===== src/rtl/cam_dvp_source_pkg.sv =====
// Shared types and constants for the DVP camera test-pattern source.
// The LFSR step helper is only used when DVP_SRC_LFSR_EN is defined.
package dvp_src_pkg;

    typedef enum logic [2:0] {
        IDLE   = 3'd0,
        VSYNC  = 3'd1,
        VBACK  = 3'd2,
        LINE   = 3'd3,
        HBLANK = 3'd4,
        VFRONT = 3'd5
    } dvp_state_e;

    localparam logic [1:0] MODE_SOLID = 2'b00;
    localparam logic [1:0] MODE_HRAMP = 2'b01;
    localparam logic [1:0] MODE_VRAMP = 2'b10;
    localparam logic [1:0] MODE_ALT   = 2'b11;

    localparam logic [7:0] SOLID_VALUE = 8'h4C;
    localparam logic [7:0] LFSR_SEED   = 8'hA5;

    // Pattern for one pixel; MODE_ALT here is the 4x4 checkerboard.
    function automatic logic [7:0] dvp_pattern(input logic [1:0] sel,
                                               input logic [7:0] px,
                                               input logic [7:0] py);
        logic [7:0] pix;
        case (sel)
            MODE_SOLID: pix = SOLID_VALUE;
            MODE_HRAMP: pix = px;
            MODE_VRAMP: pix = py;
            default:    pix = (px[2] ^ py[2]) ? 8'hFF : 8'h00;
        endcase
        return pix;
    endfunction

    // Fibonacci step for x^8+x^6+x^5+x^4+1, shifting towards the MSB.
    function automatic logic [7:0] lfsr8_next(input logic [7:0] cur);
        return {cur[6:0], cur[7] ^ cur[5] ^ cur[4] ^ cur[3]};
    endfunction

endpackage


===== src/rtl/cam_dvp_source_if.sv =====
// DVP video bus: frame sync, line valid and 8-bit pixel data.
interface cam_dvp_source_if;
    logic       cam_vsync;
    logic       cam_href;
    logic [7:0] cam_data;

    modport master (output cam_vsync, output cam_href, output cam_data);
    modport slave  (input  cam_vsync, input  cam_href, input  cam_data);
endinterface


===== src/rtl/cam_dvp_source_lfsr.sv =====
// 8-bit pseudo-random pixel generator, present only with DVP_SRC_LFSR_EN.
// load reseeds to LFSR_SEED; step advances one pixel.
`ifdef DVP_SRC_LFSR_EN
module dvp_lfsr8
    import dvp_src_pkg::*;
(
    input  logic       clk,
    input  logic       rst_n,
    input  logic       load,
    input  logic       step,
    output logic [7:0] q
);
    logic [7:0] q_q;

    // Seed register, reloaded at every frame start.
    always_ff @(posedge clk or negedge rst_n) begin
        if (!rst_n) begin
            q_q <= LFSR_SEED;
        end else if (load) begin
            q_q <= LFSR_SEED;
        end else if (step) begin
            q_q <= lfsr8_next(q_q);
        end else begin
            q_q <= q_q;
        end
    end

    assign q = q_q;
endmodule
`endif


===== src/rtl/cam_dvp_source.sv =====
// DVP camera test-pattern source: VSYNC/HREF framing with selectable patterns.
// Define DVP_SRC_LFSR_EN to replace the mode-11 checkerboard with an LFSR.
module cam_dvp_source
    import dvp_src_pkg::*;
#(
    parameter int H_ACTIVE = 16,
    parameter int V_ACTIVE = 12,
    parameter int H_BLANK  = 4,
    parameter int VSYNC_W  = 3,
    parameter int V_BACK   = 2,
    parameter int V_FRONT  = 2
) (
    input  logic                     clk,
    input  logic                     rst_n,
    input  logic                     start,
    input  logic                     continuous,
    input  logic [1:0]               mode,
    output logic                     busy,
    output logic                     frame_done,
    output logic [7:0]               frame_cnt,
    cam_dvp_source_if.master         dvp
);
    localparam logic [7:0]  H_LAST      = 8'(H_ACTIVE - 1);
    localparam logic [7:0]  V_LAST      = 8'(V_ACTIVE - 1);
    localparam logic [15:0] HBLANK_LAST = 16'(H_BLANK - 1);
    localparam logic [15:0] VSYNC_LAST  = 16'(VSYNC_W - 1);
    localparam logic [15:0] VBACK_LAST  = 16'(V_BACK - 1);
    localparam logic [15:0] VFRONT_LAST = 16'(V_FRONT - 1);

    dvp_state_e  state_q, state_d;
    logic [15:0] cnt_q, cnt_d;
    logic [7:0]  x_q, x_d, y_q, y_d;
    logic [1:0]  mode_q, mode_d;
    logic        vsync_q, vsync_d, href_q, href_d;
    logic [7:0]  data_q, data_d, pix_s;
    logic        busy_q, busy_d, frame_done_q, frame_done_d;
    logic [7:0]  frame_cnt_q, frame_cnt_d;

    // Next-state decode; x_d/y_d always name the pixel shown next cycle.
    always_comb begin
        state_d      = state_q;
        cnt_d        = cnt_q;
        x_d          = x_q;
        y_d          = y_q;
        mode_d       = mode_q;
        vsync_d      = 1'b0;
        href_d       = 1'b0;
        frame_done_d = 1'b0;
        case (state_q)
            IDLE: begin
                if (start) begin
                    state_d = VSYNC;
                    vsync_d = 1'b1;
                    mode_d  = mode;
                    cnt_d   = 16'd0;
                    x_d     = 8'd0;
                    y_d     = 8'd0;
                end else begin
                    state_d = IDLE;
                end
            end
            VSYNC: begin
                if (cnt_q == VSYNC_LAST) begin
                    state_d = VBACK;
                    cnt_d   = 16'd0;
                end else begin
                    vsync_d = 1'b1;
                    cnt_d   = cnt_q + 16'd1;
                end
            end
            VBACK: begin
                if (cnt_q == VBACK_LAST) begin
                    state_d = LINE;
                    cnt_d   = 16'd0;
                    href_d  = 1'b1;
                    x_d     = 8'd0;
                end else begin
                    cnt_d = cnt_q + 16'd1;
                end
            end
            LINE: begin
                if (x_q == H_LAST) begin
                    x_d   = 8'd0;
                    cnt_d = 16'd0;
                    // The last line skips HBLANK entirely.
                    if (y_q == V_LAST) begin
                        state_d      = VFRONT;
                        y_d          = 8'd0;
                        frame_done_d = (VFRONT_LAST == 16'd0);
                    end else begin
                        state_d = HBLANK;
                        y_d     = y_q + 8'd1;
                    end
                end else begin
                    href_d = 1'b1;
                    x_d    = x_q + 8'd1;
                end
            end
            HBLANK: begin
                if (cnt_q == HBLANK_LAST) begin
                    state_d = LINE;
                    cnt_d   = 16'd0;
                    href_d  = 1'b1;
                end else begin
                    cnt_d = cnt_q + 16'd1;
                end
            end
            VFRONT: begin
                if (cnt_q == VFRONT_LAST) begin
                    cnt_d = 16'd0;
                    if (continuous) begin
                        state_d = VSYNC;
                        vsync_d = 1'b1;
                        mode_d  = mode;
                    end else begin
                        state_d = IDLE;
                    end
                end else begin
                    cnt_d        = cnt_q + 16'd1;
                    frame_done_d = ((cnt_q + 16'd1) == VFRONT_LAST);
                end
            end
            default: begin
                state_d = IDLE;
                cnt_d   = 16'd0;
                x_d     = 8'd0;
                y_d     = 8'd0;
            end
        endcase
        busy_d      = (state_d != IDLE);
        frame_cnt_d = frame_cnt_q + {7'd0, frame_done_d};
    end

`ifdef DVP_SRC_LFSR_EN
    logic [7:0] lfsr_s;
    logic       lfsr_load_s;

    assign lfsr_load_s = (state_d == VSYNC) && (state_q != VSYNC);

    dvp_lfsr8 u_lfsr (
        .clk   (clk),
        .rst_n (rst_n),
        .load  (lfsr_load_s),
        .step  (href_d),
        .q     (lfsr_s)
    );

    // Pattern source for the next pixel, LFSR replacing the checkerboard.
    always_comb begin
        if (mode_q == MODE_ALT) begin
            pix_s = lfsr_s;
        end else begin
            pix_s = dvp_pattern(mode_q, x_d, y_d);
        end
    end
`else
    // Pattern source for the next pixel.
    always_comb begin
        pix_s = dvp_pattern(mode_q, x_d, y_d);
    end
`endif

    // Data bus is forced to zero outside active pixels.
    always_comb begin
        if (href_d) begin
            data_d = pix_s;
        end else begin
            data_d = 8'h00;
        end
    end

    // State and registered outputs.
    always_ff @(posedge clk or negedge rst_n) begin
        if (!rst_n) begin
            state_q      <= IDLE;
            cnt_q        <= 16'd0;
            x_q          <= 8'd0;
            y_q          <= 8'd0;
            mode_q       <= 2'b00;
            vsync_q      <= 1'b0;
            href_q       <= 1'b0;
            data_q       <= 8'h00;
            busy_q       <= 1'b0;
            frame_done_q <= 1'b0;
            frame_cnt_q  <= 8'd0;
        end else begin
            state_q      <= state_d;
            cnt_q        <= cnt_d;
            x_q          <= x_d;
            y_q          <= y_d;
            mode_q       <= mode_d;
            vsync_q      <= vsync_d;
            href_q       <= href_d;
            data_q       <= data_d;
            busy_q       <= busy_d;
            frame_done_q <= frame_done_d;
            frame_cnt_q  <= frame_cnt_d;
        end
    end

    assign dvp.cam_vsync = vsync_q;
    assign dvp.cam_href  = href_q;
    assign dvp.cam_data  = data_q;
    assign busy          = busy_q;
    assign frame_done    = frame_done_q;
    assign frame_cnt     = frame_cnt_q;

endmodule


===== src/flat_wrapper.sv =====
// flat-port wrapper written by rule: the top's interface ports become plain ports
module cam_dvp_source_flat import dvp_src_pkg::*;
#(
    parameter int H_ACTIVE = 16,
    parameter int V_ACTIVE = 12,
    parameter int H_BLANK  = 4,
    parameter int VSYNC_W  = 3,
    parameter int V_BACK   = 2,
    parameter int V_FRONT  = 2
)
  (clk, rst_n, start, continuous, mode, busy, frame_done, frame_cnt, dvp_cam_vsync, dvp_cam_href, dvp_cam_data);
  cam_dvp_source_if dvp_i ();
  input  logic clk;
  input  logic rst_n;
  input  logic start;
  input  logic continuous;
  input  logic [1:0] mode;
  output logic busy;
  output logic frame_done;
  output logic [7:0] frame_cnt;
  output wire logic [$bits(dvp_i.cam_vsync)-1:0] dvp_cam_vsync;
  output wire logic [$bits(dvp_i.cam_href)-1:0] dvp_cam_href;
  output wire logic [$bits(dvp_i.cam_data)-1:0] dvp_cam_data;
  assign dvp_cam_vsync = dvp_i.cam_vsync;
  assign dvp_cam_href = dvp_i.cam_href;
  assign dvp_cam_data = dvp_i.cam_data;
  cam_dvp_source #(.H_ACTIVE(H_ACTIVE), .V_ACTIVE(V_ACTIVE), .H_BLANK(H_BLANK), .VSYNC_W(VSYNC_W), .V_BACK(V_BACK), .V_FRONT(V_FRONT)) u_core (.clk(clk), .rst_n(rst_n), .start(start), .continuous(continuous), .mode(mode), .busy(busy), .frame_done(frame_done), .frame_cnt(frame_cnt), .dvp(dvp_i));
endmodule

===== config.mk =====
export PLATFORM = sky130hd
export DESIGN_NAME = cam_dvp_source_flat
export DESIGN_NICKNAME = d
export VERILOG_FILES = /design/src/rtl/cam_dvp_source_pkg.sv /design/src/rtl/cam_dvp_source_if.sv /design/src/rtl/cam_dvp_source_lfsr.sv /design/src/rtl/cam_dvp_source.sv /design/src/flat_wrapper.sv
export SDC_FILE = /design/constraint.sdc
export NUM_CORES = 1
export LEC_CHECK = 0
export BUFFER_PORTS_ARGS = -buffer_cell sky130_fd_sc_hd__buf_4
export CORE_MARGIN = 5
export CORE_UTILIZATION = 39
export CTS_CLUSTER_DIAMETER = 60
export DETAILED_ROUTE_END_ITERATION = 16
export GPL_TIMING_DRIVEN = 0
export SYNTH_ARGS = -nofsm -noshare
export SYNTH_HDL_FRONTEND = slang
export SYNTH_SLANG_ARGS = --single-unit

===== constraint.sdc =====
create_clock -name clk -period 5 [get_ports clk]
set_clock_uncertainty 0.15 [all_clocks]
set_input_delay 0.5 -clock clk [delete_from_list [all_inputs] [get_ports clk]]
set_output_delay 0.5 -clock clk [all_outputs]
set_load 0.005 [all_outputs]

==> flow_summary.toml, run 1 <==
[critical_path]
reg2reg_slack_ns = 1.35
start_kind = "flip-flop"
rr_startpoint = "u_core.cnt_q[0]"
required_ns = 5.08
cp-end-kind = "flip-flop"
critPathKind = "flip-flop to flip-flop"
worstReg2RegEnd = "u_core.frame_cnt[6]"
cp_max_fo = 7
worstPathArrival_ns = 3.73
r2r_cells = 12

[grt]
gr-usage-all-layers_pct = 17.30
grt_overflow = 0
grt_max_degree = 58
grt_pass1_wl_mm = 15.70
antenna_found_initial = 0
grt_pass1_vias = 3120

[timing]
hold_slack_ns = 0.05825
max_freq_mhz = 274.2
setup_slack_ns = 1.353
finalSetupTns_ns = 0
relSlewSlack_pct = 46.24
period_needed_ns = 3.647
fin_crit_sh_pct = 72.93
grt_setup_unrepaired = "no"
setup_viol = 0
report.final.slew_viol_count = 0
tightest_slew_ns = 0.8003
finalHoldViolations = 0

[logic_synthesis]
yosysWarnings = 0
yosys.area.top_type_share_pct = 39.75
synth-seq-cells = 57
netlist_top_cells_count = "dfrtp_1, nand2_1, o21ai_0"
ys_seq_area_share_pct = 39.75
synthCells = 402
netlist_top_cells_area = "dfrtp_1, nand2_1, o21ai_0"
synth_edf_count = 0
syn-cell-area_um2 = 3588
synth.largest_area_cell = "dfrtp_1"
yosysUniqueCellTypes = 66
yosysMostFrequentCell = "dfrtp_1"
syn_avg_cell_area_um2 = 8.926
async_flop_share_pct = 100.0
synth_flop_cell = "dfrtp_1"
synth_fp_nets = 416

[routing]
wl_per_cell_um = 16.44
vias = 3229
first_pass_iters = 5
postRouteAntennaNets = 0
drt_iter0_drc = 172
drt-vias-per-instance = 5.829
drc = 0
finalWirelength_mm = 9.108

[power_and_ir_drop]
p_leak_uw = 0.001785
p_per_area_nw_per_um2 = 230.4
ir_drop_mv = 0.1224

[cts]
post_cts_buffers = 0
cts_tree = "yes"
cts_sinks = 57
htree_num_levels = 3
clkTransAtPathRegs_ns = 0.07
ctsHoldBuffers = 0
ctsResizeCount = 0
clock_latency_ns = 0.34
cts_buffer_depth = 2
cts-root-buf = "clkbuf_8"
cts_made_buffers = 9

[floorplan]
die_h_um = 105.9
num_rows = 35
coreArea_um2 = 9109
io_pins = 26
dieArea_um2 = 11220
die_width_um = 105.9
start_util_pct = 39.40

[worst_hold_path]
hp-class = "input pin to asynchronous set/reset pin"

[place]
pre_cts_slack_ns = 1.378
gp_congestion = 0.8757
dp_hpwl_mm = 6.484
port_buffers = 25
placed_cells = 538

[layout]
fin_nets = 452
area_growth_pct = 14.96
n_fill_cell = 934
drive_above_1_share_pct = 15.35
final_cell_count_no_fill = 554
antenna_cells = 0

[outcome]
status = "finished, final reports clean"

[run]
maxCapViolCount = 0
## kinds of logic after synthesis
family,after synthesis,share of synthesized area [%]
multiplexers,6,1.778
XOR/XNOR,18,4.393
AO/OA/AOI/OAI,102,19.74
AND/OR/NAND/NOR,172,26.53
buffers and inverters,39,5.021
flip-flops,57,39.75
adder cells (fa/ha/maj),8,2.790
## metrics by stage
step / power, uW / utilization, % / instance area [um^2]
final: 950.3 / 45.29 / 4125
after detailed placement: 483.5 / 42.98 / 3915
after global placement: 483.2 / 42.98 / 3915
after floorplan: 470.1 / - / 3588
after CTS: 965.2 / 45.29 / 4125
after global routing: 991.7 / 45.29 / 4125
## final cells by class
type	instances	area [um^2]	share of cell area (%)
Timing Repair Buffer	25	187.7	4.550
Inverter	14	52.55	1.274
Clock inverter	6	82.58	2.002
Sequential cell	57	1426	34.58
Clock buffer	10	127.6	3.094
Buffer	25	127.6	3.094
Multi-Input combinational cell	306	1982	48.04
Tap cell	111	138.9	3.367
## worst max-delay path by stage
stage	slack, ns	depth (start not counted)	startpoint	end
2_1_floorplan	1.80	12	u_core.cnt_q[0]	u_core.frame_cnt[6]
3_3_place_gp	1.37	12	u_core.cnt_q[0]	u_core.frame_cnt[6]
3_5_place_dp	1.38	12	u_core.cnt_q[0]	u_core.frame_cnt[6]
4_1_cts	1.36	12	u_core.cnt_q[0]	u_core.frame_cnt[6]
5_1_grt	1.09	12	u_core.cnt_q[0]	u_core.frame_cnt[6]
6_report	1.35	12	u_core.cnt_q[0]	u_core.frame_cnt[6]
## sequential cells by signal, indices dropped and copies added, names as in the netlist, 2 cells and up
| name | cells |
|---|---|
| u_core.x_q | 8 |
| u_core.mode_q | 2 |
| u_core.y_q | 8 |
| u_core.state_q | 3 |
| u_core.frame_cnt | 8 |
| u_core.cnt_q | 16 |
| u_core.dvp.cam_data | 8 |
## metal layers
layer / GRT usage (%) / vias to the layer above / wire (um)
met5: 0 / - / 0
met4: 6.568 / 0 / 174
met3: 3.097 / 13 / 365
met2: 27.82 / 76 / 4390
met1: 23.25 / 1593 / 4178
li1: - / 1547 / -
## where the power goes
part	switching [uW]	internal, uW	leakage, uW
Sequential	0	461	0.000730
Combinational	9.88	2.73	0.000948
Clock	199	278	0.000106
Total	209	742	0.00178
## layout by cell type, fill, tap and decap left out, drive strengths merged, types with 5 or more instances in the layout
| master | count |
|---|---|
| dfrtp | 57 |
| nand2 | 46 |
| buf | 37 |
| o21ai | 32 |
| nand3 | 24 |
| nor2 | 24 |
| clkbuf | 23 |
| inv | 14 |
| a21oi | 14 |
| nor3 | 13 |
| and3 | 12 |
| xnor2 | 10 |
| nand4 | 10 |
| nor4 | 9 |
| a31oi | 8 |
| xor2 | 8 |
| ha | 8 |
| a22oi | 7 |
| and2 | 7 |
| and4 | 6 |
| o21bai | 5 |
## worst max-delay path, stage by stage (launching register included)
cell and delay, ns:
dfrtp_1 0.46, ha_1 0.27, and4_1 0.31, and4_1 0.30, xnor2_1 0.14, a31oi_1 0.12, or4_1 0.56, a2111oi_2 0.34
ha_1 0.28, ha_1 0.20, and3_1 0.19, nand3_1 0.10, xnor2_1 0.13
Power figures use the tool's default switching activity.
==> inputs of run 2 (changes only) <==
Settings changed: ABC_AREA from default to 1.
Clock period 5 ns to 3.6 ns, I/O delays scaled along.
==> flow_summary.toml, run 2 <==
[routing]
m1WireLength_mm = 3.694
postRouteAntennaNets = 0
drc = 0
wl_per_cell_um = 13.79
drt-vias-per-instance = 4.983
drt_iter0_drc = 118
top_layer = "met4"
first_pass_iters = 4
wl_met2_mm = 3.834
route.met3.wl_um = 339
finalWirelength_mm = 8.014
vias = 2895

[critical_path]
start_kind = "flip-flop"
cp_max_fo = 8
required_ns = 3.68
cp-end-kind = "flip-flop"
worstPathArrival_ns = 3.10
critPathKind = "flip-flop to flip-flop"

[floorplan]
dieArea_um2 = 10730
io_pins = 26
num_rows = 34
start_util_pct = 39.54
coreArea_um2 = 8636
die_h_um = 103.6
die_width_um = 103.6

[layout]
final_cell_count_no_fill = 581
regArea_um2 = 1426
final_common_cell = "nand2_1"
area_growth_pct = 15.65
multi_input_area_um2 = 1748
fin_nets = 482
n_fill_cell = 875
largest_reg_flops = 16
final_cell_mix = "nand2_1, dfrtp_1, nor2_1"
antenna_cells = 0
drive_above_1_share_pct = 17.34
top_register = "u_core.cnt_q"

[timing]
finalHoldViolations = 0
report.final.slew_viol_count = 0
tightest_slew_ns = 0.7234
relSlewSlack_pct = 51.77
max_freq_mhz = 331.6
period_needed_ns = 3.015
grt_setup_unrepaired = "no"
fin_crit_sh_pct = 83.76
finalSetupTns_ns = 0
setup_viol = 0

[cts]
clock_latency_ns = 0.35
cts_sinks = 57
ctsResizeCount = 0
cts_buffer_depth = 2
cts_made_buffers = 9
clkTransAtPathRegs_ns = 0.07
post_cts_buffers = 0
cts_tree = "yes"
htree_num_levels = 3
ctsHoldBuffers = 1
cts-root-buf = "clkbuf_8"

[place]
gp_congestion = 0.9035
dp_hpwl_mm = 5.944
placed_cells = 564
port_buffers = 25

[logic_synthesis]
synth_flop_cell = "dfrtp_1"
synth-compound-area-share_pct = 8.684
synth_fp_nets = 445
netlist_top_cells_area = "dfrtp_1, nand2_1, nand3_1"
yosysWarnings = 0
yosysMostFrequentCell = "nand2_1"
yosys.area.top_type_share_pct = 41.77
synth_edf_count = 0
synth-seq-cells = 57
async_flop_share_pct = 100.0
synth_fa_ha_area_share_pct = 2.931
ys_seq_area_share_pct = 41.77
synthMuxAreaShare_pct = 0
syn-cell-area_um2 = 3415
syn_avg_cell_area_um2 = 7.922
synth_top_family_by_area = "simple AND/OR/NAND/NOR gates"
synthXorXnorAreaFrac_pct = 5.900
yosysUniqueCellTypes = 39
synthSimpleGateAreaFrac_pct = 33.68
synthCells = 431
synth.largest_area_cell = "dfrtp_1"
netlist_top_cells_count = "nand2_1, dfrtp_1, nor2_1"

[grt]
grt_pass1_vias = 2866
antenna_found_initial = 0
grt_pass1_wl_mm = 13.50
gr-usage-all-layers_pct = 15.43
grt_max_degree = 58
grt_overflow = 0

[run]
maxCapViolCount = 0

[power_and_ir_drop]
p_leak_uw = 0.001897
p_per_area_nw_per_um2 = 318.1
power_uw = 1256
ir_drop_mv = 0.1408

[outcome]
status = "finished, final reports clean"

[worst_hold_path]
hp-class = "input pin to flip-flop"
-- run 2: cell count changes after synthesis, moves of 8 or more --
cell / previous run / this run
and3_1: 12 / 0
nor2_2: 0 / 9
xor2_1: 8 / 22
a31oi_1: 8 / 0
clkbuf_1: 13 / 1
o21ai_0: 32 / 18
inv_1: 13 / 48
nand3_1: 24 / 42
nor2_1: 24 / 52
nand2_1: 46 / 96
xnor2_1: 10 / 1
-- run 2: path summary, 6_finish.rpt --
| kind | from | slack (ns) | to | depth (start not counted) |
|---|---|---|---|---|
| min in group asynchronous | rst_n | 0.46 | u_core.cnt_q[8] | 2 |
| worst max-delay path | u_core.cnt_q[0] | 0.58 | u_core.frame_cnt[7] | 13 |
| worst max register to register | u_core.cnt_q[0] | 0.58 | u_core.frame_cnt[7] | 13 |
| max in group asynchronous | rst_n | 2.36 | u_core.y_q[0] | 2 |
| worst min-delay path | mode[1] | 0.12 | u_core.mode_q[1] | 3 |
| worst min register to register | u_core.frame_cnt[7] | 0.33 | u_core.frame_cnt[7] | 1 |
-- run 2: logic make-up (layout without fill, tap and decap cells) --
group,count (synthesis),count (layout)
AO/OA/AOI/OAI,47,47
XOR/XNOR,23,23
adder cells (fa/ha/maj),8,8
buffers and inverters,60,102
flip-flops,57,57
AND/OR/NAND/NOR,236,236
-- run 2: stage by stage --
step                util [%]  hold WS, ns  instance area [um^2]  setup slack [ns]
global route           45.73       0.1342                  3949            0.2824
finish                 45.73       0.1157                  3949            0.5848
detailed placement     43.28       0.3236                  3737            0.5581
global placement       43.28       0.3127                  3737            0.6137
CTS                    45.73      0.09902                  3949            0.5445
floorplan                  -     -0.08559                  3415             1.097
-- run 2: metal layers --
metal	vias up	track usage [%]
met5	-	0
met4	0	6.373
met2	44	24.50
met3	13	3.856
li1	1474	-
met1	1364	20.02
-- run 2: worst max-delay path: stages (launching register included) --
cell	delay (ns)
dfrtp_1	0.49
ha_1	0.28
nand3_1	0.15
nor2_1	0.24
xor2_1	0.23
nand3_1	0.12
nor2_1	0.14
nand4_1	0.10
nor2_1	0.15
ha_1	0.19
nand3_1	0.12
nor3_1	0.26
nand3_1	0.14
xnor2_1	0.15
-- run 2: layout make-up --
| type | instances | area share, % |
|---|---|---|
| Timing Repair Buffer | 26 | 5.006 |
| Clock inverter | 3 | 0.5703 |
| Buffer | 3 | 0.4119 |
| Multi-Input combinational cell | 314 | 44.26 |
| Clock buffer | 13 | 4.531 |
| Tap cell | 108 | 3.422 |
| Inverter | 57 | 5.672 |
| Sequential cell | 57 | 36.12 |
-- run 2: power by group --
group / switching (uW) / internal, uW / leakage [uW] / total [uW]
Sequential: 0 / 640 / 0.000756 / 640
Clock: 271 / 325 / 0.0000939 / 596
Combinational: 15.1 / 4.41 / 0.00105 / 19.5
Total: 287 / 969 / 0.00190 / 1260
